$ cat src/rtl/size_field_patcher.sv
// size_field_patcher: buffers size-field back-patch requests and replays them as byte writes.
// Define SIZE_FIELD_PATCHER_LE_EN to emit fields little-endian instead of big-endian.
module size_field_patcher #(
    parameter int DEPTH  = 4,
    parameter int ADDR_W = 24
) (
    input  logic              clock,
    input  logic              reset_n,
    input  logic [31:0]       offset_addr,
    input  logic [31:0]       val,
    input  logic [31:0]       byte_size,
    output logic              mem_we,
    output logic [ADDR_W-1:0] mem_addr,
    output logic [7:0]        mem_wdata,
    output logic              busy,
    output logic [15:0]       patch_count,
    output logic              overflow,
    output logic              size_error
);
    localparam int PW = $clog2(DEPTH);
    localparam logic [PW:0] FULL_CNT = (PW+1)'(DEPTH);

    typedef enum logic {IDLE, WRITE} state_t;

    logic [ADDR_W-1:0] fifo_addr [DEPTH];
    logic [31:0]       fifo_val  [DEPTH];
    logic [2:0]        fifo_size [DEPTH];
    logic [PW-1:0]     wr_ptr, rd_ptr;
    logic [PW:0]       count;
    state_t            state, state_nxt;
    logic [31:0]       cur_val, head_aligned, head_rest, cur_rest;
    logic [7:0]        head_byte, cur_byte;
    logic [2:0]        remaining, h_size;
    logic [ADDR_W-1:0] h_addr;
    logic [31:0]       h_val;
    logic              push_req, full, push, pop, last;
    logic              unused_addr_hi;

    assign unused_addr_hi = ^offset_addr;
    assign h_addr   = fifo_addr[rd_ptr];
    assign h_val    = fifo_val[rd_ptr];
    assign h_size   = fifo_size[rd_ptr];
    assign push_req = (byte_size != 32'd0) && (byte_size <= 32'd4);
    assign full     = count == FULL_CNT;
    assign push     = push_req && !full;
    // the !mem_we term enforces the one idle cycle after each patch's last byte
    assign pop      = (state == IDLE) && (count != '0) && !mem_we;
    assign last     = (pop && h_size == 3'd1) || (state == WRITE && remaining == 3'd1);
    assign busy     = (count != '0) || (state == WRITE) || mem_we;

`ifdef SIZE_FIELD_PATCHER_LE_EN
    assign head_aligned = h_val;
    assign head_byte    = head_aligned[7:0];
    assign head_rest    = head_aligned >> 8;
    assign cur_byte     = cur_val[7:0];
    assign cur_rest     = cur_val >> 8;
`else
    // left-align the field so its most significant byte always sits in [31:24]
    assign head_aligned = h_val << {3'd4 - h_size, 3'b000};
    assign head_byte    = head_aligned[31:24];
    assign head_rest    = head_aligned << 8;
    assign cur_byte     = cur_val[31:24];
    assign cur_rest     = cur_val << 8;
`endif

    always_comb begin
        state_nxt = pop ? (h_size == 3'd1 ? IDLE : WRITE)
                        : ((state == WRITE && remaining == 3'd1) ? IDLE : state);
    end

    always_ff @(posedge clock) begin
        if (push) begin
            fifo_addr[wr_ptr] <= offset_addr[ADDR_W-1:0];
            fifo_val[wr_ptr]  <= val;
            fifo_size[wr_ptr] <= byte_size[2:0];
        end
    end

    always_ff @(posedge clock or negedge reset_n) begin
        if (!reset_n) begin
            state       <= IDLE;
            wr_ptr      <= '0;
            rd_ptr      <= '0;
            count       <= '0;
            mem_we      <= 1'b0;
            mem_addr    <= '0;
            mem_wdata   <= '0;
            cur_val     <= '0;
            remaining   <= '0;
            patch_count <= '0;
            overflow    <= 1'b0;
            size_error  <= 1'b0;
        end else begin
            state  <= state_nxt;
            wr_ptr <= push ? wr_ptr + PW'(1) : wr_ptr;
            rd_ptr <= pop ? rd_ptr + PW'(1) : rd_ptr;
            count  <= count + (PW+1)'(push) - (PW+1)'(pop);
            mem_we <= pop || (state == WRITE);
            if (pop) begin
                mem_addr  <= h_addr;
                mem_wdata <= head_byte;
                cur_val   <= head_rest;
                remaining <= h_size - 3'd1;
            end else if (state == WRITE) begin
                mem_addr  <= mem_addr + ADDR_W'(1);
                mem_wdata <= cur_byte;
                cur_val   <= cur_rest;
                remaining <= remaining - 3'd1;
            end
            if (last)
                patch_count <= patch_count + 16'd1;
            if (push_req && full)
                overflow <= 1'b1;
            if (byte_size > 32'd4)
                size_error <= 1'b1;
        end
    end
endmodule

$ cat config.mk
export PLATFORM = sky130hd
export DESIGN_NAME = size_field_patcher
export DESIGN_NICKNAME = d
export VERILOG_FILES = /design/src/rtl/size_field_patcher.sv
export SDC_FILE = /design/constraint.sdc
export NUM_CORES = 1
export LEC_CHECK = 0
export ABC_AREA = 1
export BUFFER_PORTS_ARGS = -buffer_cell sky130_fd_sc_hd__buf_2
export CAP_MARGIN = 20
export CORE_MARGIN = 2
export CORE_UTILIZATION = 59
export DETAILED_ROUTE_END_ITERATION = 16
export HOLD_SLACK_MARGIN = 0.08
export PLACE_DENSITY = 0.85
export RECOVER_POWER = 50
export SYNTH_ARGS = -nofsm -noshare
export SYNTH_HDL_FRONTEND = slang
export SYNTH_SLANG_ARGS = --single-unit
$ cat constraint.sdc
create_clock -name clock -period 4.8 [get_ports clock]
set_clock_uncertainty 0.2 [all_clocks]
set_input_delay 0.24 -clock clock [delete_from_list [all_inputs] [get_ports clock]]
set_output_delay 0.24 -clock clock [all_outputs]
set_load 0.05 [all_outputs]
==> run summary, run 1 <==
Top Ports: 150
routability cong.: 0.8884
PortBufs: 141
clk_lat worst skew: 570 ps
final setup fails: 0
initial antenna violation count: 1
maximum VDD drop: 0.4200 mV
synthesis-to-finish area growth: 17.61%
part of the Yosys area used for sequential elements: 64.48%
EDFF count, synth: 236
post-route clock period utilization: 83.32%
Post-Syn Nets: 1539
synthesized flop and latch total: 322
PwrDens: 611.7 nW/um^2
CP required: 4840 ps
Total GRT Usage: 28.37%
synth top area cells: edfxtp_1, dfrtp_1, nand2_1
Synth Area in Simple Gates: 22.78%
leak pwr: 6.567 nW
clock-pin slew on the worst setup and hold paths: 80 ps
synthesis warning total: 0
P_sw: 4.475 mW
XOR/XNOR Fraction of Synth Area: 0.9780%
CP Max Fanout: 35
mapped cell area: 14330 um^2
Comb power frac: 41.1%
status: finished with violations
Rows: 57
area leader, netlist: edfxtp_1
die area: 25550 um^2
Worst EP arrival: 4040 ps
cts bufs inserted: 31
Die Height: 159.8 um
root buf cell: clkbuf_16
pin count of the biggest net entering global routing: 60
grt total ovfl: 0
Die X: 159.8 um
post-route ant nets: 0
dominant synthesized flop cell: edfxtp_1
post-synthesis mux area share: 0%
count of pins over their slew limit: 88
Slew Limit Headroom: -73.67%
RSZ-0062 raised after global routing: no
reg2reg setup slack: 960 ps
main combinational cell family by area after synthesis: simple AND/OR/NAND/NOR gates
Hold Path Sink: fifo_addr[2][15]
DR WL/cell: 18.44 um
Clock Sinks: 322
Unique masters post-synth: 41
Final Hold Vio Count: 0
Max Root-Sink Buffers: 3
First DRT Iteration DRCs: 1598
Crit Reg-Reg Endpoint: cur_val[15]
Post-Syn Instances: 1428
most frequent CP cell: dlygate4sd3_1
CP endpoint kind: register
DRT Pass-1 Iters: 6
Synth Area in Compound Gates: 6.401%
CP peak stage delay: 860 ps
via count: 11570
placed cells: 1838
Core ar.: 24110 um^2
htree depth: 1
Clock power frac: 24.2%
Hold Crit Start: offset_addr[15]
CTS tree: built
R2R Path Start: rd_ptr[0]
async set or reset register ratio after synthesis: 26.71%
Period minus WS final: 3999 ps
total negative slack: 0 ps
Worst Tran Pin Value: 2605 ps
Max-Cap Viols: 2
internal power: 5.834 mW
vias in the first global route: 11370
Setup CP Type: primary input to register
Layout Nets: 1726
CP delay by family, top: buffers and inverters
Worst R2R Path Depth: 9
Hold Path Depth: 2
CP max stage cell: nor2_4
Vias/cell: 5.889
hpwl dp: 20.42 mm
FILL cells: 1692
Setup crit start kind: primary input
Synth top area share: 49.46%
Final Non-Filler Cells: 1964
mean post-synth cell area: 10.03 um^2
total routed wirelength: 36.21 mm
CP Cell Sequence: dlygate4sd3_1 > buf_2 > nor3_1 > dlygate4sd3_1 > nand3_1 > dlygate4sd3_1 > nor2_1 > nand3_1 > nor2_4 > buf_12
initial core utilization: 59.44%
switching share of power: 43.41%
Post-Synth Adder-Cell Area: 1.188%
Hold Crit Class: primary input to register
sequential share of power: 34.7%
first-pass GRT wire length: 57.68 mm
DRC viols: 0
f_max: 250.0 MHz
failing checks: capacitance limit, slew limit
Buf+Inv Stages, Crit Path: 5
share of layout cells above drive strength 1: 8.664%
[synthesized netlist by cell type (all sizes together), types with 4 or more instances]
library cell  count
nand3           149
inv              56
o22ai            21
o211ai            6
buf              51
clkbuf           19
nor2            155
o21ai            86
nand4             9
ha               12
nor3             16
o221ai            4
nand3b            7
edfxtp          236
nand2           442
a21oi            43
xor2             14
dfrtp            86
[worst max-delay path by stage]
stage	endpoint	depth (start not counted)	slack, ps	startpoint
after detailed placement	cur_val[8]	9	1090	rd_ptr[0]
after CTS	fifo_val[0][27]	10	880	byte_size[25]
final	fifo_val[0][27]	10	800	byte_size[25]
after global placement	cur_val[20]	9	1230	rd_ptr[0]
after global routing	rd_ptr[0]	4	340	reset_n
after floorplan	fifo_addr[0][0]	6	510	byte_size[1]
[cells in the final DEF, fill, tap and decap left out, types with 10 or more instances in the layout]
| cell | count |
|---|---|
| nand2_1 | 436 |
| edfxtp_1 | 236 |
| nor2_1 | 148 |
| nand3_1 | 147 |
| clkbuf_1 | 94 |
| dfrtp_1 | 84 |
| o21ai_0 | 82 |
| dlygate4sd3_1 | 67 |
| buf_2 | 54 |
| inv_1 | 52 |
| a21oi_1 | 41 |
| clkbuf_16 | 31 |
| o22ai_1 | 21 |
| nor3_1 | 16 |
| xor2_1 | 14 |
| ha_1 | 12 |
| buf_4 | 10 |
[state kept, by name, indices dropped and copies added, names as in the netlist, 8 cells and up]
register     cells
fifo_val       128
mem_wdata        8
fifo_addr       96
mem_addr        24
cur_val         24
fifo_size       12
patch_count     16
[power by group through the flow]
stage	clock (mW)	sequential [mW]	combinational, mW
2_1_floorplan	0	4.04	2.63
6_report	2.49	3.58	4.24
3_5_place_dp	0	3.62	4.02
3_3_place_gp	0	3.61	3.91
4_1_cts	2.48	3.57	4.15
5_1_grt	2.61	3.62	4.62
[through the flow]
| stage | utilization, % | power, mW | setup slack (ps) | hold WS (ps) | cell area, um^2 |
|---|---|---|---|---|---|
| floorplan | - | 6.675 | 505.3 | -255.6 | 14330 |
| CTS | 70.45 | 10.20 | 875.0 | 214.7 | 16980 |
| finish | 69.91 | 10.31 | 800.5 | 271.0 | 16850 |
| global placement | 63.29 | 7.518 | 1235 | 57.95 | 15260 |
| detailed placement | 63.29 | 7.645 | 1086 | 60.10 | 15260 |
| global route | 69.91 | 10.85 | 340.9 | 268.4 | 16850 |
[what timing repair did]
action / 4_1_cts / 5_1_grt
gates resized for setup: 0 / 0
hold buffers: 68 / 0
hold endpoints to repair: 280 / 0
setup buffers: 0 / 0
[metal layers]
layer	vias to the layer above	wire length [um]	track usage (%)
li1	5235	-	-
met1	5433	13630	38.00
met2	787	17570	47.68
met3	111	3931	4.649
met4	0	1074	9.828
met5	-	0	0
[cells by family (layout without fill, tap and decap cells)]
group,count (synthesis),in the layout
simple gates,783,783
flops,322,322
compound gates,167,167
buf+inv,127,338
xor+xnor,16,16
fa+ha+maj,13,13
other cells,0,1
[area by class of cell]
class	count	area [um^2]	share of cell area (%)
Clock buffer	38	822.0	4.878
Clock inverter	19	212.7	1.262
Tap cell	324	405.4	2.406
Antenna cell	1	2.502	0.01485
Multi-Input combinational cell	979	4522	26.83
Sequential cell	322	9244	54.85
Timing Repair Buffer	224	1430	8.486
Inverter	57	214.0	1.270
(Power assumes the default switching activity.)
==> inputs of run 2 (changes only) <==
--- a/config.mk
+++ b/config.mk
@@ -9,10 +9,10 @@
 export BUFFER_PORTS_ARGS = -buffer_cell sky130_fd_sc_hd__buf_2
 export CAP_MARGIN = 20
 export CORE_MARGIN = 2
-export CORE_UTILIZATION = 59
+export CORE_UTILIZATION = 53
 export DETAILED_ROUTE_END_ITERATION = 16
 export HOLD_SLACK_MARGIN = 0.08
-export PLACE_DENSITY = 0.85
+export PLACE_DENSITY = 0.81
 export RECOVER_POWER = 50
 export SYNTH_ARGS = -nofsm -noshare
 export SYNTH_HDL_FRONTEND = slang
==> constraint.sdc (replaced) <==
create_clock -name clock -period 3.67 [get_ports clock]
set_clock_uncertainty 0.2 [all_clocks]
set_input_delay 0.1835 -clock clock [delete_from_list [all_inputs] [get_ports clock]]
set_output_delay 0.1835 -clock clock [all_outputs]
set_load 0.05 [all_outputs]
==> run 2 against run 1 <==
The flow still finishes with violations (capacitance limit, slew limit). Setup slack worse by 620 ps. First-iteration DRC count fell by 20%. Critical path depth fell by 1. Final cell count is 1.6% higher. Via count shrank 2.8%. Die area increased by 11%. Critical path type is now register to register.
==> run summary, run 2 (same netlist as run 1, synthesis figures left out) <==
FILL cells: 2035 (+20%)
DR WL/cell: 17.65 um (-4.3%)
maximum VDD drop: 0.4722 mV (+12%)
Post-CTS Resized: 0 (unchanged)
clock-pin slew on the worst setup and hold paths: 60 ps (-20 ps)
failing checks: capacitance limit, slew limit
Hold Crit Class: primary input to register
Max Root-Sink Buffers: 3 (unchanged)
Vias/cell: 5.631 (-4.4%)
root buf cell: clkbuf_16
Setup CP Type: register to register
Largest regs: fifo_val: 128 flops, fifo_addr: 96 flops
total routed wirelength: 35.22 mm (-2.7%)
Setup crit start kind: register
pre-CTS WS: 338.2 ps (-748.2 ps)
die area: 28370 um^2 (+11%)
First DRT Iteration DRCs: 1284 (-20%)
FF+latch area: 9244 um^2 (unchanged)
initial core utilization: 53.61% (-5.8 points)
RSZ-0062 raised after global routing: no
Slew Limit Headroom: -43.53% (+30 points)
routability cong.: 0.8984 (+1.1%)
DRT Pass-1 Iters: 5 (-1)
Final Hold Vio Count: 0 (unchanged)
via count: 11240 (-2.8%)
pin count of the biggest net entering global routing: 85 (+42%)
Clock Sinks: 322 (unchanged)
hpwl dp: 20.42 mm (about the same)
multi-input logic area: 4522 um^2 (unchanged)
Largest Register: fifo_val
f_max: 286.3 MHz
max reg flops: 128 (unchanged)
CP required: 3870 ps (-970 ps)
Max-Cap Viols: 2 (unchanged)
PortBufs: 141 (unchanged)
Period minus WS final: 3493 ps
CP Max Fanout: 36 (+2.9%)
Top Ports: 150 (unchanged)
Layout Nets: 1738 (+0.70%)
CTS tree: built
vias in the first global route: 10930 (-3.8%)
clk_lat worst skew: 530 ps (-40 ps)
Total GRT Usage: 24.91% (-3.5 points)
cts bufs inserted: 35 (+13%)
post-route clock period utilization: 95.17%
Buf+Inv Stages, Crit Path: 2 (-3)
grt total ovfl: 0 (unchanged)
Rows: 60 (+5.3%)
post-route ant nets: 0 (unchanged)
leak pwr: 6.687 nW (+1.8%)
PwrDens: 806.2 nW/um^2 (+32%)
CP endpoint kind: register
Worst EP arrival: 3690 ps (-350 ps)
most frequent cells in the layout: nand2_1, edfxtp_1, nor2_1, nand3_1, clkbuf_1
CP Cell Sequence: buf_4 > nand2_1 > a32o_1 > ha_1 > clkinv_1 > nand2_4 > nor2_8 > nand3_1 > a21oi_1
CP max stage cell: ha_1
synthesis-to-finish area growth: 18.77%
status: finished with violations
Die X: 168.4 um (+5.4%)
setup slack after layout: 177.2 ps (-623.3 ps)
CP delay by family, top: buffers and inverters
Die Height: 168.4 um (+5.4%)
Pwr Total: 13.72 mW (+33%)
CP peak stage delay: 710 ps (-150 ps)
Worst Tran Pin Value: 2153 ps (-452.1 ps)
share of layout cells above drive strength 1: 9.371% (+0.71 points)
first-pass GRT wire length: 55.72 mm (-3.4%)
Core ar.: 26730 um^2 (+11%)
DRC viols: 0 (unchanged)
htree depth: 2 (+1)
count of pins over their slew limit: 69 (-22%)
final setup fails: 0 (unchanged)
initial antenna violation count: 1 (unchanged)
commonest non-fill, non-tap cell in the layout: nand2_1
## run 2: changes by cell type in the layout (fill, tap and decap cells not counted), sizes merged
cell         before  now
buf              68   78
clkbuf          127  133
clkinvlp          5    0
inv              57   60
clkinv           10   12
dlygate4sd3      67   66
## run 2: through the flow
| step | util, % | cell area [um^2] | std cells | TNS [ps] | hold WS, ps |
|---|---|---|---|---|---|
| 5_1_grt | 63.68 | 17020 | 1996 | 0 | 166.9 |
| 2_1_floorplan | - | 14330 | 1428 | -134090 | -312.1 |
| 3_3_place_gp | 57.23 | 15290 | 1864 | 0 | -1.053 |
| 3_5_place_dp | 57.23 | 15290 | 1864 | 0 | -4.679 |
| 6_report | 63.68 | 17020 | 1996 | 0 | 107.8 |
| 4_1_cts | 64.17 | 17150 | 1995 | 0 | 88.89 |
## run 2: per-layer routing
layer  share of wire (%)  track usage, %
met1                  41           32.23
met2                  47           41.08
met3                 9.1           5.806
met4                 2.9           9.745
met5                   0               0
## run 2: path summary, 6_finish.rpt
kind | start | endpoint | slack (ps) | depth (start not counted)
min in group asynchronous | reset_n | cur_val[31] | 1060 | 4
setup reg to reg | rd_ptr[0] | cur_val[21] | 180 | 9
hold reg to reg | cur_val[11] | cur_val[11] | 280 | 2
setup / recovery | rd_ptr[0] | cur_val[21] | 180 | 9
hold / removal | byte_size[5] | wr_ptr[1] | 110 | 7
max in group asynchronous | reset_n | mem_wdata[1] | 550 | 4
## run 2: cell type report
class / instances / share of cell area (%)
flip-flops and latches: 322 / 54.32
multi-input cells: 979 / 26.57
repair buffers: 232 / 8.440
clock buffers: 45 / 5.609
well taps: 341 / 2.507
clock inverters: 19 / 1.287
inverters: 57 / 1.257
diodes: 1 / 0.01470
## run 2: power by group
group / leakage [nW] / total [mW] / internal [mW] / switching (mW)
clock network: 0.579 / 3.59 / 2.14 / 1.44
registers: 3.19 / 4.61 / 4.29 / 0.321
logic: 2.92 / 5.53 / 1.50 / 4.03
total: 6.69 / 13.7 / 7.92 / 5.80
## run 2: timing repair
action                                 in CTS  in global routing
hold buffers                               67                  0
setup buffers                               0                  0
endpoints found under the hold margin     326                  0
## run 2: worst register-to-register path, cell delays in order, from the launching register on
cell and delay [ps]:
dfrtp_4 420, buf_4 340, nand2_1 100, a32o_1 300, ha_1 710, clkinv_1 700, nand2_4 310, nor2_8 110
nand3_1 110, a21oi_1 80
